`config.mk`:
```
export PLATFORM = sky130hd
export DESIGN_NAME = pipe_hazard_ctrl_flat
export DESIGN_NICKNAME = d
export VERILOG_FILES = /design/src/rtl/pipe_hazard_ctrl_if.sv /design/src/rtl/pipe_hazard_ctrl.sv /design/src/flat_wrapper.sv
export SDC_FILE = /design/constraint.sdc
export NUM_CORES = 1
export LEC_CHECK = 0
export CAP_MARGIN = 20
export CORE_ASPECT_RATIO = 1.5
export CORE_MARGIN = 2
export CORE_UTILIZATION = 35
export CTS_CLUSTER_DIAMETER = 80
export CTS_CLUSTER_SIZE = 40
export DETAILED_ROUTE_END_ITERATION = 7
export PLACE_DENSITY_LB_ADDON = 0.05
export SYNTH_ARGS = -nofsm -noshare
export SYNTH_HDL_FRONTEND = slang
export SYNTH_SLANG_ARGS = --single-unit
```
`constraint.sdc`:
```
create_clock -name clk -period 3.3 [get_ports clk]
set_clock_uncertainty 0.1 [all_clocks]
set_input_delay 0.66 -clock clk [delete_from_list [all_inputs] [get_ports clk]]
set_output_delay 0.66 -clock clk [all_outputs]
set_load 0.02 [all_outputs]
```
`src/rtl/pipe_hazard_ctrl_if.sv`:
```
// Control bundle between the pipeline datapath and the hazard sequencer.
// The datapath side is the master; the sequencer is the slave.
interface pipe_hazard_ctrl_if #(
    parameter int CNT_W = 16
);
    logic [4:0]       id_rs;
    logic [4:0]       id_rt;
    logic             id_use_rs;
    logic             id_use_rt;
    logic             ex_wreg;
    logic             ex_m2reg;
    logic [4:0]       ex_rn;
    logic             id_br_taken;
    logic             id_jump;
    logic             ex_md_start;
    logic             halt_req;
    logic             step_req;
    logic             resume_req;
    logic             stall;
    logic [1:0]       pcsource;
    logic             flush_id;
    logic             bubble_ex;
    logic             hold_ex;
    logic             halted;
    logic [CNT_W-1:0] stall_cnt;

    modport master (
        output id_rs, id_rt, id_use_rs, id_use_rt, ex_wreg, ex_m2reg, ex_rn,
               id_br_taken, id_jump, ex_md_start, halt_req, step_req, resume_req,
        input  stall, pcsource, flush_id, bubble_ex, hold_ex, halted, stall_cnt
    );

    modport slave (
        input  id_rs, id_rt, id_use_rs, id_use_rt, ex_wreg, ex_m2reg, ex_rn,
               id_br_taken, id_jump, ex_md_start, halt_req, step_req, resume_req,
        output stall, pcsource, flush_id, bubble_ex, hold_ex, halted, stall_cnt
    );
endinterface

```
`src/rtl/pipe_hazard_ctrl.sv`:
```
// Hazard/redirect sequencer for the 5-stage pipeline: load-use stalls, branch/jump
// redirects, mul/div front-end hold and halt/single-step debug control.
module pipe_hazard_ctrl #(
    parameter int MD_LAT = 4,
    parameter int CNT_W  = 16
) (
    input  logic                  clk,
    input  logic                  clr,
    pipe_hazard_ctrl_if.slave     bus
);
    localparam logic [1:0] ST_RUN    = 2'd0;
    localparam logic [1:0] ST_MDBUSY = 2'd1;
    localparam logic [1:0] ST_HALT   = 2'd2;
    localparam logic [1:0] ST_STEP   = 2'd3;

    localparam logic [1:0] PC_PC4 = 2'b00;
    localparam logic [1:0] PC_BPC = 2'b01;
    localparam logic [1:0] PC_JPC = 2'b10;

    // Counter is loaded with MD_LAT-2 so the front end is held MD_LAT-1 cycles in total.
    localparam logic [3:0] MD_INIT = 4'(MD_LAT - 2);

    logic [1:0]       state_reg, state_next;
    logic [3:0]       md_cnt_reg, md_cnt_next;
    logic [CNT_W-1:0] stall_cnt_reg;

    logic [1:0] src_hit;
    logic       load_use;
    logic       stall_c, flush_c, bubble_c, hold_c, halted_c;
    logic [1:0] pcsource_c;

    // Operand 0 is rs, operand 1 is rt.
    generate
        for (genvar gi = 0; gi < 2; gi++) begin : g_src
            logic [4:0] src_reg_num;
            logic       src_used;
            assign src_reg_num = (gi == 0) ? bus.id_rs : bus.id_rt;
            assign src_used    = (gi == 0) ? bus.id_use_rs : bus.id_use_rt;
            assign src_hit[gi] = src_used & (bus.ex_rn == src_reg_num);
        end
    endgenerate

    assign load_use = bus.ex_wreg & bus.ex_m2reg & (bus.ex_rn != 5'd0) & (|src_hit);

    always_comb begin
        stall_c    = 1'b0;
        flush_c    = 1'b0;
        bubble_c   = 1'b0;
        hold_c     = 1'b0;
        halted_c   = 1'b0;
        pcsource_c = PC_PC4;
        if (!clr) begin
            case (state_reg)
                ST_RUN, ST_STEP: begin
                    // A pending redirect waits out the load-use bubble and is taken next cycle.
                    if (load_use) begin
                        stall_c  = 1'b1;
                        bubble_c = 1'b1;
                    end else if (bus.id_jump) begin
                        pcsource_c = PC_JPC;
                        flush_c    = 1'b1;
                    end else if (bus.id_br_taken) begin
                        pcsource_c = PC_BPC;
                        flush_c    = 1'b1;
                    end
                end
                ST_MDBUSY: begin
                    stall_c = 1'b1;
                    hold_c  = 1'b1;
                end
                default: begin
                    stall_c  = 1'b1;
                    halted_c = 1'b1;
                end
            endcase
        end
    end

    always_comb begin
        state_next  = state_reg;
        md_cnt_next = md_cnt_reg;
        case (state_reg)
            ST_RUN: begin
                if (bus.ex_md_start) begin
                    state_next  = ST_MDBUSY;
                    md_cnt_next = MD_INIT;
                end else if (bus.halt_req) begin
                    state_next = ST_HALT;
                end
            end
            ST_MDBUSY: begin
                if (md_cnt_reg == 4'd0) begin
                    state_next = ST_RUN;
                end else begin
                    md_cnt_next = md_cnt_reg - 4'd1;
                end
            end
            ST_HALT: begin
                if (bus.resume_req) begin
                    state_next = ST_RUN;
                end else if (bus.step_req) begin
                    state_next = ST_STEP;
                end
            end
            default: begin
                if (bus.ex_md_start) begin
                    state_next  = ST_MDBUSY;
                    md_cnt_next = MD_INIT;
                end else begin
                    state_next = ST_HALT;
                end
            end
        endcase
    end

    always_ff @(posedge clk) begin
        if (clr) begin
            state_reg     <= ST_RUN;
            md_cnt_reg    <= 4'd0;
            stall_cnt_reg <= '0;
        end else begin
            state_reg  <= state_next;
            md_cnt_reg <= md_cnt_next;
            if (stall_c && (stall_cnt_reg != {CNT_W{1'b1}})) begin
                stall_cnt_reg <= stall_cnt_reg + 1'b1;
            end
        end
    end

    assign bus.stall     = stall_c;
    assign bus.pcsource  = pcsource_c;
    assign bus.flush_id  = flush_c;
    assign bus.bubble_ex = bubble_c;
    assign bus.hold_ex   = hold_c;
    assign bus.halted    = halted_c;
    assign bus.stall_cnt = clr ? '0 : stall_cnt_reg;
endmodule

```
`src/flat_wrapper.sv`:
```
// flat-port wrapper written by rule: the top's interface ports become plain ports
module pipe_hazard_ctrl_flat 
#(
    parameter int MD_LAT = 4,
    parameter int CNT_W  = 16
)
  (clk, clr, bus_id_rs, bus_id_rt, bus_id_use_rs, bus_id_use_rt, bus_ex_wreg, bus_ex_m2reg, bus_ex_rn, bus_id_br_taken, bus_id_jump, bus_ex_md_start, bus_halt_req, bus_step_req, bus_resume_req, bus_stall, bus_pcsource, bus_flush_id, bus_bubble_ex, bus_hold_ex, bus_halted, bus_stall_cnt);
  pipe_hazard_ctrl_if #(.CNT_W(CNT_W)) bus_i ();
  input  logic clk;
  input  logic clr;
  input wire logic [$bits(bus_i.id_rs)-1:0] bus_id_rs;
  input wire logic [$bits(bus_i.id_rt)-1:0] bus_id_rt;
  input wire logic [$bits(bus_i.id_use_rs)-1:0] bus_id_use_rs;
  input wire logic [$bits(bus_i.id_use_rt)-1:0] bus_id_use_rt;
  input wire logic [$bits(bus_i.ex_wreg)-1:0] bus_ex_wreg;
  input wire logic [$bits(bus_i.ex_m2reg)-1:0] bus_ex_m2reg;
  input wire logic [$bits(bus_i.ex_rn)-1:0] bus_ex_rn;
  input wire logic [$bits(bus_i.id_br_taken)-1:0] bus_id_br_taken;
  input wire logic [$bits(bus_i.id_jump)-1:0] bus_id_jump;
  input wire logic [$bits(bus_i.ex_md_start)-1:0] bus_ex_md_start;
  input wire logic [$bits(bus_i.halt_req)-1:0] bus_halt_req;
  input wire logic [$bits(bus_i.step_req)-1:0] bus_step_req;
  input wire logic [$bits(bus_i.resume_req)-1:0] bus_resume_req;
  output wire logic [$bits(bus_i.stall)-1:0] bus_stall;
  output wire logic [$bits(bus_i.pcsource)-1:0] bus_pcsource;
  output wire logic [$bits(bus_i.flush_id)-1:0] bus_flush_id;
  output wire logic [$bits(bus_i.bubble_ex)-1:0] bus_bubble_ex;
  output wire logic [$bits(bus_i.hold_ex)-1:0] bus_hold_ex;
  output wire logic [$bits(bus_i.halted)-1:0] bus_halted;
  output wire logic [$bits(bus_i.stall_cnt)-1:0] bus_stall_cnt;
  assign bus_i.id_rs = bus_id_rs;
  assign bus_i.id_rt = bus_id_rt;
  assign bus_i.id_use_rs = bus_id_use_rs;
  assign bus_i.id_use_rt = bus_id_use_rt;
  assign bus_i.ex_wreg = bus_ex_wreg;
  assign bus_i.ex_m2reg = bus_ex_m2reg;
  assign bus_i.ex_rn = bus_ex_rn;
  assign bus_i.id_br_taken = bus_id_br_taken;
  assign bus_i.id_jump = bus_id_jump;
  assign bus_i.ex_md_start = bus_ex_md_start;
  assign bus_i.halt_req = bus_halt_req;
  assign bus_i.step_req = bus_step_req;
  assign bus_i.resume_req = bus_resume_req;
  assign bus_stall = bus_i.stall;
  assign bus_pcsource = bus_i.pcsource;
  assign bus_flush_id = bus_i.flush_id;
  assign bus_bubble_ex = bus_i.bubble_ex;
  assign bus_hold_ex = bus_i.hold_ex;
  assign bus_halted = bus_i.halted;
  assign bus_stall_cnt = bus_i.stall_cnt;
  pipe_hazard_ctrl #(.MD_LAT(MD_LAT), .CNT_W(CNT_W)) u_core (.clk(clk), .clr(clr), .bus(bus_i));
endmodule
```
==> results of run 1 <==
==> repair_timing <==
action | 4_1_cts | 5_1_grt
pin swaps | 0 | 1
hold buffers | 0 | 0
endpoints found under the setup margin | 5 | 4
gates resized for setup | 7 | 4
==> per-stage QoR <==
step | utilization | std cells | setup TNS [ps]
finish | 0.489 | 337 | 0
global route | 0.489 | 337 | -8.58
CTS | 0.489 | 337 | 0
detailed placement | 0.474 | 333 | -1670
global placement | 0.474 | 333 | -1640
floorplan | - | 216 | 0
==> cell type report <==
type,count,area (um^2)
fill,531,2600
multi-input combinational,174,1290
timing repair buffer,59,558
sequential,22,440
tap,68,85.1
clock buffer,3,41.3
inverter,10,37.5
clock inverter,1,30.0
==> cell families after synthesis <==
| group | synth area share |
|---|---|
| buf+inv | 0.0491 |
| fa+ha+maj | 0.0484 |
| mux | 0.0981 |
| xor+xnor | 0.0532 |
| simple gates | 0.342 |
| flops | 0.243 |
| compound gates | 0.166 |
==> path summary, 6_finish.rpt <==
| path | slack [ps] | to | from | cells past startpoint |
|---|---|---|---|---|
| worst max register to register | 960 | u_core.stall_cnt_reg[10] | u_core.stall_cnt_reg[0] | 6 |
| worst max-delay path | 60 | bus_pcsource[0] | bus_ex_rn[0] | 6 |
| worst min register to register | 410 | u_core.md_cnt_reg[1] | u_core.md_cnt_reg[1] | 2 |
| worst min-delay path | 410 | u_core.md_cnt_reg[1] | u_core.md_cnt_reg[1] | 2 |
==> cells in the mapped netlist, types with 3 or more instances <==
cell,number
dfxtp_1,22
and3_1,5
nand3_1,17
a211oi_1,4
nor2_1,25
o32ai_1,3
nand4_1,6
xnor2_1,3
mux2_2,7
o21ai_0,3
or3_1,4
nor3_1,5
clkbuf_1,5
a21oi_1,4
inv_1,10
ha_1,7
xor2_1,8
o21ai_1,5
nor2b_1,18
nand2_1,6
o31ai_1,3
mux2_1,7
==> critical path, cell delays in order <==
cell and delay, ps:
clkdlybuf4s50_1 460, or3_1 390, o311a_1 350, nand2b_4 130, and4b_1 190, clkdlybuf4s15_1 300
==> layer usage <==
layer | routed length, um | global-route usage
met3 | 112 | 0.0172
met5 | 0 | 0
met2 | 2580 | 0.328
met1 | 1870 | 0.192
met4 | 42 | 0.0426
==> where the power goes <==
part | internal [mW] | total, mW | switching, mW
Sequential | 0.301 | 0.331 | 0.0300
Combinational | 0.219 | 0.473 | 0.254
Clock | 0.162 | 0.255 | 0.0934
Total | 0.682 | 1.06 | 0.378
==> metrics.txt, run 1 <==
1st-pass router iterations=4; Crit Path Category=in2out; CP endpoint kind=output pin; design area=2490 um^2; most frequent cells in the layout=clkdlybuf4s50_1 (44), nor2_1 (25), dfxtp_1 (22), nor2b_1 (18), nand3_1 (17); initial antenna violation count=0; layout cells sized above 1=0.141; Worst-Skew Late Latency=270 ps; Synth Cell Area=~1800 um^2; max-capacitance violation count=0; routability cong.=0.735; HPWL Detailed=3680 um; critical path arrival=2480 ps; vias per cell=5.12; Net Count, Synth=250; RSZ-0062 raised after global routing=true; synthesized instance count=216; P_leak=between 0.9 and 1 nW; VDD IR max=0.000289 V; Final min period=3240 ps; CTS Buf Count=3; Die Area=around 5800 um^2; Largest register FFs=16; syn avg cell area=about 8.4 um^2; area leader, netlist=dfxtp_1; Max Fclk=between 300 and 400 MHz; post-CTS setup buffer count=0; Area Growth Syn to Fin=37.4%; power per cell area=426 nW/um^2; post-route clock period utilization=0.982; synth top area cells=dfxtp_1 (24%), nor2b_1 (6.2%), nor2_1 (5.2%); Synthesis Warnings=0; vias in the first global route=1744; number of synthesized flops with an enable pin=0; Netlist cell types=56; core footprint=5080 um^2; Worst-path clk slew=90 ps; worst rel slew slack=0.608; Least-Margin Pin Slew=583 ps; worst-path maximum fanout=6; Setup crit start kind=input pin; Total Routing Usage GR=0.169; number of synthesized register bits=22; root buf cell=clkbuf_8; largest net degree at the start of global routing=17; Setup WS pre-CTS=-359 ps; DR vias=between 1500 and 2000; total grt overflow=0; Hold Path Class=reg2reg; Setup-failing EPs final=0; final hold violations=0; CTS tree=built; Placed Area=2410 um^2; DRC errors left=0; Clock Sinks=22; die height=92.1 um; ys async rst share=0; row cnt=32; depth of the CTS H-tree=1; die width=62.7 um; Pwr Total=1.06 mW; routed wire length=4610 um; Seq/Total Area, Yosys=0.243; Layout Nets=304; Routed wire per std cell=13.7 um; n_diodes=0; final hold slack=413 ps; worst endpoint required time=roughly 2500 ps; remaining antenna violation count=0; first-pass GRT wire length=between 8000 and 9000 um; Initial Util=0.356; # port buffers=49; Slew Limit Fails=0; dominant synthesized flop cell=dfxtp_1; Iteration-0 DRC Markers=37; # IOs=50; status=finished, final reports clean; most common cell after layout, fill and taps aside=clkdlybuf4s50_1; Longest Clk Path Bufs=2; final worst slack=slightly below 60 ps; Yosys top cell area share=0.243
Note: power is estimated with default switching activity, not from simulation.
==> run 2: changes to the inputs <==
--- a/config.mk
+++ b/config.mk
@@ -8,7 +8,7 @@
 export CAP_MARGIN = 20
 export CORE_ASPECT_RATIO = 1.5
 export CORE_MARGIN = 2
-export CORE_UTILIZATION = 35
+export CORE_UTILIZATION = 52
 export CTS_CLUSTER_DIAMETER = 80
 export CTS_CLUSTER_SIZE = 40
 export DETAILED_ROUTE_END_ITERATION = 7
==> run 2 against run 1 <==
Against the previous run:
- critical path depth is 1 higher
- sequential share of layout area up 0.23 points
- final cell count decreased by 7.7%
- clock power up 2%
- non-clock buffer count did not move
- register-to-register slack about the same
- wire length fell by 0.93%
- critical endpoint unchanged
==> metrics.txt, run 2 (synthesis results as in run 1) <==
Least-Margin Pin Slew=647 ps (was 583 ps); # port buffers=49 (unchanged); Slew Limit Fails=0 (unchanged); Largest register FFs=16 (unchanged); HPWL Detailed=3450 um (was 3680 um); power per cell area=432 nW/um^2 (was 426 nW/um^2); FF-to-FF setup slack=970 ps (was 960 ps); core footprint=3380 um^2 (was 5080 um^2); layout cells sized above 1=0.138 (was 0.141); Area Growth Syn to Fin=35.7% (was 37.4%); most common cell after layout, fill and taps aside=clkdlybuf4s50_1 (unchanged); max-capacitance violation count=0 (unchanged); Setup crit start kind=input pin (unchanged); largest net degree at the start of global routing=17 (unchanged); final worst slack=80.1 ps (was 58.9 ps); depth of the CTS H-tree=1 (unchanged); Crit Path Category=in2out (unchanged); die width=52.2 um (was 62.7 um); row cnt=26 (was 32); RSZ-0062 raised after global routing=false (was true); Setup-failing EPs final=0 (unchanged); DR vias=1788 (was 1727); Internal=672 uW (was 682 uW); Total Routing Usage GR=0.246 (was 0.169); final hold violations=0 (unchanged); Layout Nets=304 (unchanged); Clock Power Share=0.246 (was 0.241); Final min period=3220 ps (was 3240 ps); Iteration-0 DRC Markers=40 (was 37); Worst R2R Path Depth=6 (unchanged); status=finished, final reports clean (unchanged); CP endpoint kind=output pin (unchanged); CTS Buf Count=3 (unchanged); Sequential Power Share=0.313 (about the same); routed wire length=4570 um (was 4610 um); total grt overflow=0 (unchanged); Routed wire per std cell=14.7 um (was 13.7 um); Clock Sinks=22 (unchanged); fillers=286 (was 531); Die Area=3980 um^2 (was 5780 um^2); P_sw=388 uW (was 378 uW); post-CTS setup buffer count=0 (unchanged); critical path arrival=2460 ps (was 2480 ps); Worst-Skew Late Latency=270 ps (about the same); worst endpoint required time=2540 ps (about the same); root buf cell=clkbuf_8 (unchanged); DRC errors left=0 (unchanged); Hold Path Class=reg2reg (unchanged); initial antenna violation count=0 (unchanged); Worst Setup EP=bus_pcsource[0] (unchanged); origin of the worst setup path=bus_ex_rn[3] (was bus_ex_rn[0]); remaining antenna violation count=0 (unchanged); P_leak=1.00 nW (was 0.992 nW); post-route clock period utilization=0.976 (was 0.982); die height=76.3 um (was 92.1 um); worst rel slew slack=0.565 (was 0.608); CTS tree=built (unchanged); vias in the first global route=1778 (was 1744); Longest Clk Path Bufs=2 (unchanged); Worst R2R Start=u_core.stall_cnt_reg[0] (unchanged); 1st-pass router iterations=4 (unchanged); vias per cell=5.75 (was 5.12); VDD IR max=0.000357 V (was 0.000289 V); Worst-path clk slew=90 ps (about the same); routability cong.=0.764 (was 0.735); Logic pwr share=0.442 (was 0.446); Sw Share=0.366 (was 0.356); Initial Util=0.535 (was 0.356); hold buffers post-CTS=0 (unchanged); worst-path maximum fanout=6 (unchanged); most frequent cells in the layout=clkdlybuf4s50_1 (44), nor2_1 (25), dfxtp_1 (22), nor2b_1 (18), nand3_1 (17) (unchanged); Pwr Total=1.06 mW (about the same); Max Fclk=311 MHz (was 309 MHz); first-pass GRT wire length=7760 um (was 8050 um); # IOs=50 (unchanged); n_diodes=0 (unchanged); Setup WS pre-CTS=-299 ps (was -359 ps); worst r2r dst=u_core.stall_cnt_reg[1] (was u_core.stall_cnt_reg[10])
-- run 2: cell count changes in the layout (fill, tap and decap cells not counted), sizes merged --
cell,previous run,this run
dlygate4sd2,2,5
clkdlybuf4s15,2,0
clkbuf,4,3
-- run 2: power by group through the flow --
stage	logic [mW]	clock network, mW	registers (mW)
2_1_floorplan	0.310	0	0.330
3_3_place_gp	0.459	0	0.336
3_5_place_dp	0.470	0	0.338
4_1_cts	0.469	0.263	0.331
5_1_grt	0.521	0.273	0.338
6_report	0.468	0.261	0.331
-- run 2: per-stage QoR --
step | TNS (ps) | util | cells | cell area, um^2 | hold WS (ps)
after global routing | 0 | 0.726 | 311 | 2460 | 453
after CTS | 0 | 0.726 | 311 | 2460 | 434
after global placement | -1080 | 0.703 | 307 | 2380 | 399
after detailed placement | -1280 | 0.703 | 307 | 2380 | 419
after floorplan | 0 | - | 216 | 1810 | 384
final | 0 | 0.726 | 311 | 2460 | 425
-- run 2: final cells by class --
cell class              instances  area (um^2)  share of cell area
flip-flops and latches         22          440               0.179
inverters                      10         37.5              0.0153
multi-input cells             174         1290               0.527
clock buffers                   3         41.3              0.0168
well taps                      42         52.6              0.0214
repair buffers                 59          559               0.228
clock inverters                 1         30.0              0.0122
-- run 2: how the worst min path moves through the flow --
stage,start,end,slack (ps),depth (start not counted)
after floorplan,u_core.md_cnt_reg[3],u_core.md_cnt_reg[3],380,2
after global placement,u_core.md_cnt_reg[3],u_core.md_cnt_reg[3],400,2
after detailed placement,u_core.md_cnt_reg[3],u_core.md_cnt_reg[3],420,2
after CTS,u_core.state_reg[0],u_core.state_reg[0],430,2
after global routing,u_core.md_cnt_reg[1],u_core.md_cnt_reg[1],450,2
final,u_core.md_cnt_reg[1],u_core.md_cnt_reg[1],430,2
-- run 2: per-layer routing --
layer,vias to the layer above,wire length [um],track usage
met3,9,153,0.0314
li1,889,-,-
met2,39,2480,0.456
met5,-,0,0
met1,851,1840,0.277
met4,0,93,0.0795
-- run 2: timing repair --
item / in CTS / in global routing
pin swaps: 0 / 1
endpoints found under the setup margin: 5 / 2
resized for setup: 7 / 0
hold endpoints to repair: 0 / 0
gates cloned: 0 / 0
-- run 2: worst max-delay path, stage by stage --
cell and delay (ps):
clkdlybuf4s50_1 470, xor2_1 200, nor4_2 300, a32oi_2 160
nand2b_4 180, and4b_1 180, dlygate4sd2_1 310
==> run 3: changes to the inputs <==
--- a/config.mk
+++ b/config.mk
@@ -13,6 +13,7 @@
 export CTS_CLUSTER_SIZE = 40
 export DETAILED_ROUTE_END_ITERATION = 7
 export PLACE_DENSITY_LB_ADDON = 0.05
+export SKIP_LAST_GASP = 1
 export SYNTH_ARGS = -nofsm -noshare
 export SYNTH_HDL_FRONTEND = slang
 export SYNTH_SLANG_ARGS = --single-unit
==> results of run 3 <==
Final layout, timing and power as in run 2 (identical DEF).
